==> src/rtl/mem_ctrl.sv <==
// Byte-serial memory arbiter/sequencer shared by instruction fetch and the MEM stage.
// Splits 1/2/4-byte little-endian accesses into single-byte RAM transfers and reassembles reads.
module mem_ctrl #(
  parameter int ADDR_W = 32,
  parameter int DATA_W = 32
) (
  input  logic              clk,
  input  logic              rst,
  input  logic              rdy,
  input  logic              flush,
  input  logic              if_req,
  input  logic [ADDR_W-1:0] if_addr,
  output logic              if_done,
  output logic [DATA_W-1:0] if_inst,
  input  logic              mem_req,
  input  logic              mem_we,
  input  logic [1:0]        mem_len,
  input  logic [ADDR_W-1:0] mem_addr,
  input  logic [DATA_W-1:0] mem_wdata,
  output logic              mem_done,
  output logic [DATA_W-1:0] mem_rdata,
  input  logic [7:0]        ram_din,
  output logic [7:0]        ram_dout,
  output logic [ADDR_W-1:0] ram_a,
  output logic              ram_wr,
  output logic              busy
);

  localparam logic [1:0] S_IDLE  = 2'd0;
  localparam logic [1:0] S_READ  = 2'd1;
  localparam logic [1:0] S_WRITE = 2'd2;
  localparam logic [1:0] S_DONE  = 2'd3;

  localparam logic [1:0] OWN_NONE = 2'd0;
  localparam logic [1:0] OWN_IF   = 2'd1;
  localparam logic [1:0] OWN_MEM  = 2'd2;

  logic [1:0]        state;
  logic [1:0]        owner;
  logic [1:0]        last;
  logic [ADDR_W-1:0] base;
  logic [DATA_W-1:0] wbuf;
  logic [DATA_W-1:0] rbuf;
  logic [DATA_W-1:0] rd_next;
  logic [2:0]        iss;
  logic [2:0]        cap;
  logic              pres_v;
  logic [1:0]        pres_i;
  logic              data_v;
  logic [1:0]        data_i;
  logic [ADDR_W-1:0] ram_a_q;
  logic [7:0]        ram_dout_q;
  logic              ram_wr_q;
  logic              if_done_q;
  logic              mem_done_q;
  logic [DATA_W-1:0] if_inst_q;
  logic [DATA_W-1:0] mem_rdata_q;
  logic [1:0]        mem_last;
  logic              cap_hit;

  assign mem_last = (mem_len == 2'd2) ? 2'd3 : mem_len;

  // ram_din carries the byte whose address was presented one cycle earlier;
  // the tag lets the capture side ignore stale or repeated bytes after a pause.
  assign cap_hit = data_v && (data_i == cap[1:0]);

  always_comb begin
    rd_next = rbuf;
    rd_next[8*cap[1:0] +: 8] = ram_din;
  end

  assign ram_a     = ram_a_q;
  assign ram_dout  = ram_dout_q;
  assign ram_wr    = ram_wr_q & rdy & ~rst;
  assign if_done   = if_done_q & rdy & ~rst & ~flush;
  assign mem_done  = mem_done_q & rdy & ~rst;
  assign if_inst   = if_inst_q;
  assign mem_rdata = mem_rdata_q;
  assign busy      = (state != S_IDLE);

  always_ff @(posedge clk) begin
    if (rst) begin
      state       <= S_IDLE;
      owner       <= OWN_NONE;
      last        <= 2'd0;
      base        <= '0;
      wbuf        <= '0;
      rbuf        <= '0;
      iss         <= 3'd0;
      cap         <= 3'd0;
      pres_v      <= 1'b0;
      pres_i      <= 2'd0;
      data_v      <= 1'b0;
      data_i      <= 2'd0;
      ram_a_q     <= '0;
      ram_dout_q  <= 8'd0;
      ram_wr_q    <= 1'b0;
      if_done_q   <= 1'b0;
      mem_done_q  <= 1'b0;
      if_inst_q   <= '0;
      mem_rdata_q <= '0;
    end else begin
      data_v <= pres_v;
      data_i <= pres_i;
      if (!rdy) begin
        // Frozen: keep presenting the oldest uncaptured byte so its data is
        // already on ram_din when rdy returns.
        if (state == S_READ) begin
          ram_a_q <= base + ADDR_W'(cap);
          pres_v  <= 1'b1;
          pres_i  <= cap[1:0];
          iss     <= cap + 3'd1;
        end
      end else begin
        case (state)
          S_IDLE: begin
            pres_v     <= 1'b0;
            ram_wr_q   <= 1'b0;
            if_done_q  <= 1'b0;
            mem_done_q <= 1'b0;
            if (mem_req) begin
              owner   <= OWN_MEM;
              base    <= mem_addr;
              last    <= mem_last;
              wbuf    <= mem_wdata;
              rbuf    <= '0;
              cap     <= 3'd0;
              iss     <= 3'd1;
              ram_a_q <= mem_addr;
              if (mem_we) begin
                state      <= S_WRITE;
                ram_dout_q <= mem_wdata[7:0];
                ram_wr_q   <= 1'b1;
              end else begin
                state  <= S_READ;
                pres_v <= 1'b1;
                pres_i <= 2'd0;
              end
            end else if (if_req && !flush) begin
              owner   <= OWN_IF;
              base    <= if_addr;
              last    <= 2'd3;
              rbuf    <= '0;
              cap     <= 3'd0;
              iss     <= 3'd1;
              ram_a_q <= if_addr;
              state   <= S_READ;
              pres_v  <= 1'b1;
              pres_i  <= 2'd0;
            end
          end

          S_READ: begin
            if (flush && owner == OWN_IF) begin
              state  <= S_IDLE;
              owner  <= OWN_NONE;
              pres_v <= 1'b0;
            end else begin
              if (cap_hit) begin
                rbuf <= rd_next;
                cap  <= cap + 3'd1;
                if (cap[1:0] == last) begin
                  state <= S_DONE;
                  if (owner == OWN_IF) begin
                    if_done_q <= 1'b1;
                    if_inst_q <= rd_next;
                  end else begin
                    mem_done_q  <= 1'b1;
                    mem_rdata_q <= rd_next;
                  end
                end
              end
              if (iss <= {1'b0, last}) begin
                ram_a_q <= base + ADDR_W'(iss);
                pres_v  <= 1'b1;
                pres_i  <= iss[1:0];
                iss     <= iss + 3'd1;
              end else begin
                pres_v <= 1'b0;
              end
            end
          end

          S_WRITE: begin
            if (iss <= {1'b0, last}) begin
              ram_a_q    <= base + ADDR_W'(iss);
              ram_dout_q <= wbuf[8*iss[1:0] +: 8];
              ram_wr_q   <= 1'b1;
              iss        <= iss + 3'd1;
            end else begin
              ram_wr_q   <= 1'b0;
              state      <= S_DONE;
              mem_done_q <= 1'b1;
            end
          end

          S_DONE: begin
            state      <= S_IDLE;
            owner      <= OWN_NONE;
            pres_v     <= 1'b0;
            if_done_q  <= 1'b0;
            mem_done_q <= 1'b0;
          end

          default: state <= S_IDLE;
        endcase
      end
    end
  end

endmodule
==> config.mk <==
export PLATFORM = sky130hd
export DESIGN_NAME = mem_ctrl
export DESIGN_NICKNAME = d
export VERILOG_FILES = /design/src/rtl/mem_ctrl.sv
export SDC_FILE = /design/constraint.sdc
export NUM_CORES = 1
export LEC_CHECK = 0
export CORE_MARGIN = 2
export CORE_UTILIZATION = 32
export CTS_CLUSTER_SIZE = 25
export DETAILED_ROUTE_END_ITERATION = 12
export PLACE_DENSITY = 0.56
export SLEW_MARGIN = 20
export SYNTH_ARGS = -nofsm -noshare
export SYNTH_HDL_FRONTEND = slang
export SYNTH_SLANG_ARGS = --single-unit
export TNS_END_PERCENT = 1
==> constraint.sdc <==
create_clock -name clk -period 3.6 [get_ports clk]
set_clock_uncertainty 0.2 [all_clocks]
set_input_delay 0.36 -clock clk [delete_from_list [all_inputs] [get_ports clk]]
set_output_delay 0.36 -clock clk [all_outputs]
set_load 0.05 [all_outputs]
=== Word-level counts from Yosys, hierarchy flattened ===
Index checks and enable logic that the tools add are counted.

* Register bits after elaboration: 221
* Input port bits: 113
* Output and inout port bits: 108
* Word-level logic and storage cells: 164

* Order comparisons: 1
* Shifts and indexed selects: 3
* Bitwise operators: 11
* Muxes and demuxes: 73
* Reduce and logical (&&, ||, !) cells: 28
* Add/sub/neg operators: 5
* Equality and inequality tests: 24

{| class="wikitable"
|+ Operator list
! cell !! count
|-
| 32-bit two-way mux || 10
|-
| 32-bit one-hot mux with 3 select lines || 1
|-
| 32-bit by 3-bit adder with 32-bit output || 2
|-
| 32-bit one-hot mux with 2 select lines || 1
|-
| 2-bit two-way mux || 19
|-
| 5-bit negator with 34-bit output || 1
|-
| 8-bit by 34-bit variable shift with 32-bit output, first input constant || 1
|-
| 8-bit by 34-bit variable part select with 32-bit output || 1
|-
| 32-bit bitwise mux || 1
|-
| 32-bit by 6-bit variable part select with 8-bit output || 1
|-
| 3-bit two-way mux || 10
|-
| 6-bit AND reduction || 5
|-
| 8-bit two-way mux || 3
|-
| 1-bit two-way mux || 18
|-
| 8-bit one-hot mux with 2 select lines || 1
|-
| 5-bit AND reduction || 3
|-
| 2-bit inequality test, second input constant || 7
|-
| 2-bit nonzero test || 6
|-
| 3-bit one-hot mux with 3 select lines || 1
|-
| 4-bit inequality test, second input constant || 2
|-
| 2-bit one-hot mux with 4 select lines || 1
|-
| 4-bit AND reduction || 2
|-
| 1-bit bitwise AND || 7
|-
| 3-bit by 1-bit adder with 3-bit output, second input constant || 2
|-
| 21 further kinds || 39
|}

=== Longest topological paths before layout ===
Gate-level depths: netlist of the first run.

* Depth after elaboration: 6
* Gate-level depth with buffers: 10
* Gate-level depth less buffers: 8

=== Worst setup path before layout of the first run ===
No wires, ideal clock.

* Path type: input port to output port
* From: in rdy
* To: out if_done
* Buffers on the path: 3
* Data arrival time: 2,762 ps
* Cell stages on the path: 5
* Required time: 3,040 ps
* Setup slack: 278 ps
* Path through: clkbuf_1 -> inv_1 -> clkbuf_1 -> clkbuf_1 -> nor4b_1

* Longest elaborated chain between the ends: 3

{| class="wikitable"
|+ RTL lines
! element !! RTL line !! text
|-
| start, declared || 9 || <nowiki>input logic rdy,</nowiki>
|-
| 1-bit bitwise AND (3 in a row) || 75 || <nowiki>assign if_done = if_done_q & rdy & ~rst & ~flush;</nowiki>
|-
| end, declared || 13 || <nowiki>output logic if_done,</nowiki>
|}

No other way between the ends.

=== Worst setup path after layout of the first run ===
* From: reg state[0]
* To: reg ram_a_q[28], in the netlist ram_a[28]

* Longest elaborated chain between the ends: 3
* Elaborated cells on any way between the ends: 10
* Classes of those cells: eq/ne: 4; mux: 2; reduce/logical: 4

{| class="wikitable"
|+ RTL lines
! element !! RTL line !! text
|-
| start, declared || 38 || <nowiki>logic [1:0] state;</nowiki>
|-
| start signal, assigned || 83 || <nowiki>state <= S_IDLE;</nowiki>
|-
| start signal, assigned || 131 || <nowiki>state <= S_WRITE;</nowiki>
|-
| start signal, assigned || 135 || <nowiki>state <= S_READ;</nowiki>
|-
| 2-bit by 1-bit equality test with 1-bit output, or another cell as far along || 108, 115 ||
|-
| 3-bit inequality test (no line), or another cell as far along || n/a ||
|-
| 4-bit AND reduction (no line) / 32-bit two-way mux (equally long branches) || n/a ||
|-
| end signal, assigned || 109 || <nowiki>ram_a_q <= base + ADDR_W'(cap);</nowiki>
|-
| end signal, assigned || 129 || <nowiki>ram_a_q <= mem_addr;</nowiki>
|-
| end signal, assigned || 146 || <nowiki>ram_a_q <= if_addr;</nowiki>
|-
| end, declared || 51 || <nowiki>logic [ADDR_W-1:0] ram_a_q;</nowiki>
|}

Parallel ways exist; a longest one is shown, timed or not.
A chain may end at the register's enable or synchronous reset.

==> results of run 1 <==
[state kept, by name, indices dropped and copies added (netlist names), 3 cells and up]
name       count
base          32
cap            3
if_inst       32
iss            3
mem_rdata     32
ram_a         32
ram_dout       8
rbuf          32
wbuf          32
[metrics by stage]
step                      area [sq um]  utilization, %  hold slack, ns  cells  setup slack, ns
after global placement           13700            39.9           0.233   1917            0.620
after CTS                        14700            42.8          0.0308   1966            0.423
after global routing             14700            42.8          0.0993   1968            0.183
after detailed placement         13700            39.9           0.240   1917            0.458
final                            14700            42.8          0.0735   1969            0.368
after floorplan                  11100               -           0.227   1323            0.278
[critical path: stages (launching register included)]
cell      delay, ns
dfxtp_1        0.42
inv_1          0.13
ha_1           0.31
inv_1          0.15
nor2_1         0.85
a211o_1        0.70
a211oi_1       0.09
a311oi_1       0.29
[metal layers]
metal	global-route usage, %	routed length (microns)
met1	26.1	16100
met2	29.3	15400
met3	3.39	2180
met4	5.69	910
met5	0	16
[cell families after synthesis]
kind of cell / share of synthesized area [%]
adder cells (fa/ha/maj): 2.73
AND/OR/NAND/NOR: 21.7
buffers and inverters: 4.77
multiplexers: 6.36
flip-flops: 39.9
AO/OA/AOI/OAI: 20.9
XOR/XNOR: 3.56
[final cells by class]
class | instances | area (sq um) | area share (%)
diodes | 3 | 7.51 | 0.0511
well taps | 455 | 569 | 3.88
flip-flops and latches | 221 | 4420 | 30.1
multi-input cells | 972 | 6160 | 41.9
inverters | 17 | 63.8 | 0.434
clock buffers | 33 | 748 | 5.09
clock inverters | 16 | 240 | 1.64
repair buffers | 252 | 2480 | 16.9
[synthesized netlist by cell type, drive strengths merged, types with 6 or more instances]
master	number
a21oi	124
xnor2	31
mux2i	49
o21ai	33
nand4	17
nor2b	39
o211ai	6
ha	21
nor4	11
clkbuf	87
o22ai	17
mux4	8
o221a	14
xor2	14
nor2	156
or3	38
dfxtp	221
nor3	36
buf	26
nand2	144
and3	8
a211oi	110
and2	6
nand3	23
inv	17
[power by group through the flow]
stage	combinational, mW	clock [mW]	sequential (mW)
floorplan	0.859	0	3.04
global placement	1.66	0	2.84
detailed placement	1.68	0	2.84
CTS	1.68	3.07	2.79
global route	1.82	3.16	2.81
finish	1.68	2.99	2.79
[worst paths after layout]
path	start	end	slack (ns)	cells after the start
max reg2reg	state[0]	ram_a[28]	0.37	7
min reg2reg	rbuf[25]	rbuf[25]	0.24	2
max	state[0]	ram_a[28]	0.37	7
min	rst	base[5]	0.07	2
==> metrics.cfg, run 1 <==
[pwr]
p_sw_share_pct=30.9
power_switching_mw=2.31
peakVddDrop_v=0.000346
p_clk_share_pct=40.1
combPwrFrac_pct=22.5
p_leak_nw=5.07
p_seq_share_pct=37.4
p_total_mw=7.46
p_int_mw=5.15
power.density_nw_per_um2=508

[sta]
layout_min_cycle_time_ns=3.23
worstMarginPinSlew_ns=1.06
slew_viol_final=0
finalHoldViolCount=0
rsz0062_at_grt=no
slew_headroom_pct=29.3
fmax_ghz=0.309
setup_tns_ns=0
fin_crit_sh_pct=89.8
setup_viol=0

[finish]
fin_nets=1627
layout-drive-gt1-share_pct=8.14
fillers=3389
final_common_cell=dfxtp_1
synthToLayoutAreaGrowth_pct=32.6
final_cell_mix=221 x dfxtp_1, 216 x clkdlybuf4s50_1, 155 x nor2_1

[setup_path]
worst-setup-path-type=reg -> reg
start_kind=register
worstPathMaxFanout=17
required_ns=3.84
arrival_ns=3.48
endpoint_kind=register

[synth]
ys_seq_elements=221
syn-num-nets=1459
syn_avg_cell_area_sq_um=8.37
yosysTopAreaCell=dfxtp_1
syn_inst=1323
ys_warn_count=0
synth_top_area_share_pct=39.9
syn_area_sq_um=11100
async_flop_share_pct=0
seq_area_frac_synth_pct=39.9
ys.flop_type=dfxtp_1
synth_enable_flop_cells=0
yosysUniqueCellTypes=71
synthTopCellsByArea=dfxtp_1 40%, a211oi_1 7.4%, a21oi_1 5.6%

[global_routing]
overflow=0
track_usage_pct=18.7
grt_pass1_vias=9804
antenna_found_initial=3
grt_pass1_wl_mm=54.3
grt_max_degree=91

[worst_hold_path]
hold_path.class=in -> reg

[status]
status=complete, no violations

[floorplan]
core_sq_um=34300
die_x_microns=190
dieArea_sq_um=36100
io_pins=221
rows=68
initial_core_util_pct=32.3
dieHeight_microns=190

[clock_network]
postCtsResizedCells=0
postCtsHoldBufs=0
cts-htree-levels=1
clkTransAtPathRegs_ns=0.06
numCtsBuffers=27
cts_root_buf=clkbuf_16
clkLatencyLatePin_ns=0.54
cts_tree=done
max-clock-path-buffers=3
numClockSinks=221
postCtsSetupBuffers=0

[drt]
routed_wl_mm=34.6
route.detailed.drc=0
ant_nets=0
firstDrtPassIters=5
wire_per_inst_microns=17.6
viasPerCell=5.21
drt-initial-drc-count=651
via_count=10300

[run]
maxCapViolCount=0

[place]
routabilityCongestion=0.830
place_hpwl_mm=23.7
portBuffers=220

Note: power is estimated with default switching activity, not from simulation.
==> run 2, diff against run 1 <==
PLACE_DENSITY = unset   (was 0.56)
clock period = 3.15 ns   (was 3.6 ns; I/O delays follow)
==> metrics.cfg, run 2 (synthesized netlist as in run 1, its figures left out) <==
[status]
status=complete, no violations

[setup_path]
slowest_stage=clkdlybuf4s50_1
cp_top_family=buffers and inverters
endpoint_kind=output port
worstPathMaxFanout=5
start_kind=register
worst-setup-path-type=reg -> out
required_ns=2.63
arrival_ns=2.38
critPathMaxStageDelay_ns=0.85
cpMostUsedCell=inv_1
crit_buf_inv=4
path_cells=inv_1, ha_1, inv_1, buf_4, clkdlybuf4s50_1

[pwr]
p_total_mw=8.05
power.density_nw_per_um2=549
peakVddDrop_v=0.000468
p_leak_nw=5.05

[floorplan]
die_x_microns=190
io_pins=221
dieArea_sq_um=36100
rows=68
core_sq_um=34300
dieHeight_microns=190
initial_core_util_pct=32.3

[clock_network]
numClockSinks=221
cts_tree=done
clkTransAtPathRegs_ns=0.06
cts_root_buf=clkbuf_16
numCtsBuffers=26
cts-htree-levels=1
postCtsResizedCells=0
clkLatencyLatePin_ns=0.54
max-clock-path-buffers=3

[place]
post-place-cells=1929
portBuffers=220
routabilityCongestion=0.846
place_hpwl_mm=23.6
pre_cts_ws_ns=0.253

[finish]
fin_nets=1639
final_cell_mix=221 x dfxtp_1, 216 x clkdlybuf4s50_1, 155 x nor2_1
final_common_cell=dfxtp_1
seq_area_sq_um=4420
fillers=3404
antenna_cells=0
multi_input_area_sq_um=6160
layout-drive-gt1-share_pct=8.04
synthToLayoutAreaGrowth_pct=32.3
finalNonFillerCells=1973
finish.utilization_pct=42.7

[worst_hold_path]
hold_path.class=in -> reg

[sta]
slew_viol_final=0
setup_tns_ns=0
finalHoldViolCount=0
layout_min_cycle_time_ns=2.90
fmax_ghz=0.345
slew_headroom_pct=40.8
setup_viol=0
timing.final.ws_setup_ns=0.253
worstMarginPinSlew_ns=0.887
rsz0062_at_grt=no
fin_crit_sh_pct=92.0

[global_routing]
grt_pass1_wl_mm=54.6
track_usage_pct=18.5
grt_pass1_vias=9787
overflow=0
grt_max_degree=173
antenna_found_initial=2

[drt]
firstDrtPassIters=5
routed_wl_mm=34.1
via_count=10400
ant_nets=0
route.detailed.drc=0
wire_per_inst_microns=17.3
drt-initial-drc-count=780
viasPerCell=5.25

[run]
maxCapViolCount=0

## run 2: changes by cell type in the layout (fill, tap and decap cells not counted), moves of 3 or more
cell,before,now
clkinv_2,7,2
bufinv_16,6,2
clkbuf_8,5,2
clkbuf_1,1,9
diode_2,3,0
buf_12,4,8
buf_4,29,37
## run 2: through the flow
| stage | area (sq um) | hold WS (ns) |
|---|---|---|
| floorplan | 11100 | 0.227 |
| global placement | 13800 | 0.233 |
| detailed placement | 13800 | 0.239 |
| CTS | 14700 | 0.108 |
| global route | 14700 | 0.139 |
| finish | 14700 | 0.129 |
## run 2: repair_timing
action,in CTS,in global routing
setup buffers,0,0
hold endpoints to repair,26,0
hold buffers,1,0
endpoints found under the setup margin,0,0
## run 2: path summary, 6_finish.rpt
path / end / from / cells past startpoint / slack [ns]
min: wbuf[8] / mem_wdata[8] / 3 / 0.13
min reg2reg: rbuf[25] / rbuf[25] / 2 / 0.24
max reg2reg: if_inst[21] / cap[1] / 8 / 0.42
max: busy / state[0] / 5 / 0.25
## run 2: power by group
part           leakage (nW)  internal (mW)  switching [mW]
combinational          2.87          0.763            1.21
sequential             1.80           2.99           0.181
clock                 0.389           1.72            1.18
total                  5.05           5.48            2.57
## run 2: worst min-delay path, stage by stage
cell             delay [ns]
clkdlybuf4s50_1        0.40
nand2_1                0.06
a21oi_1                0.05
## run 2: final cells by class
class,instances,share of cell area (%)
clock inverter,6,0.640
multi-input combinational,972,42.0
clock buffer,37,4.86
inverter,17,0.435
sequential,221,30.2
tap,455,3.88
timing repair buffer,265,18.0
## run 2: per-layer routing
metal	global-route usage [%]	up-vias	part of all wire (%)
li1	-	5093	-
met1	26.8	4912	48
met2	29.0	299	45
met3	2.86	42	5.8
met4	4.08	4	1.6
met5	0	-	0.067
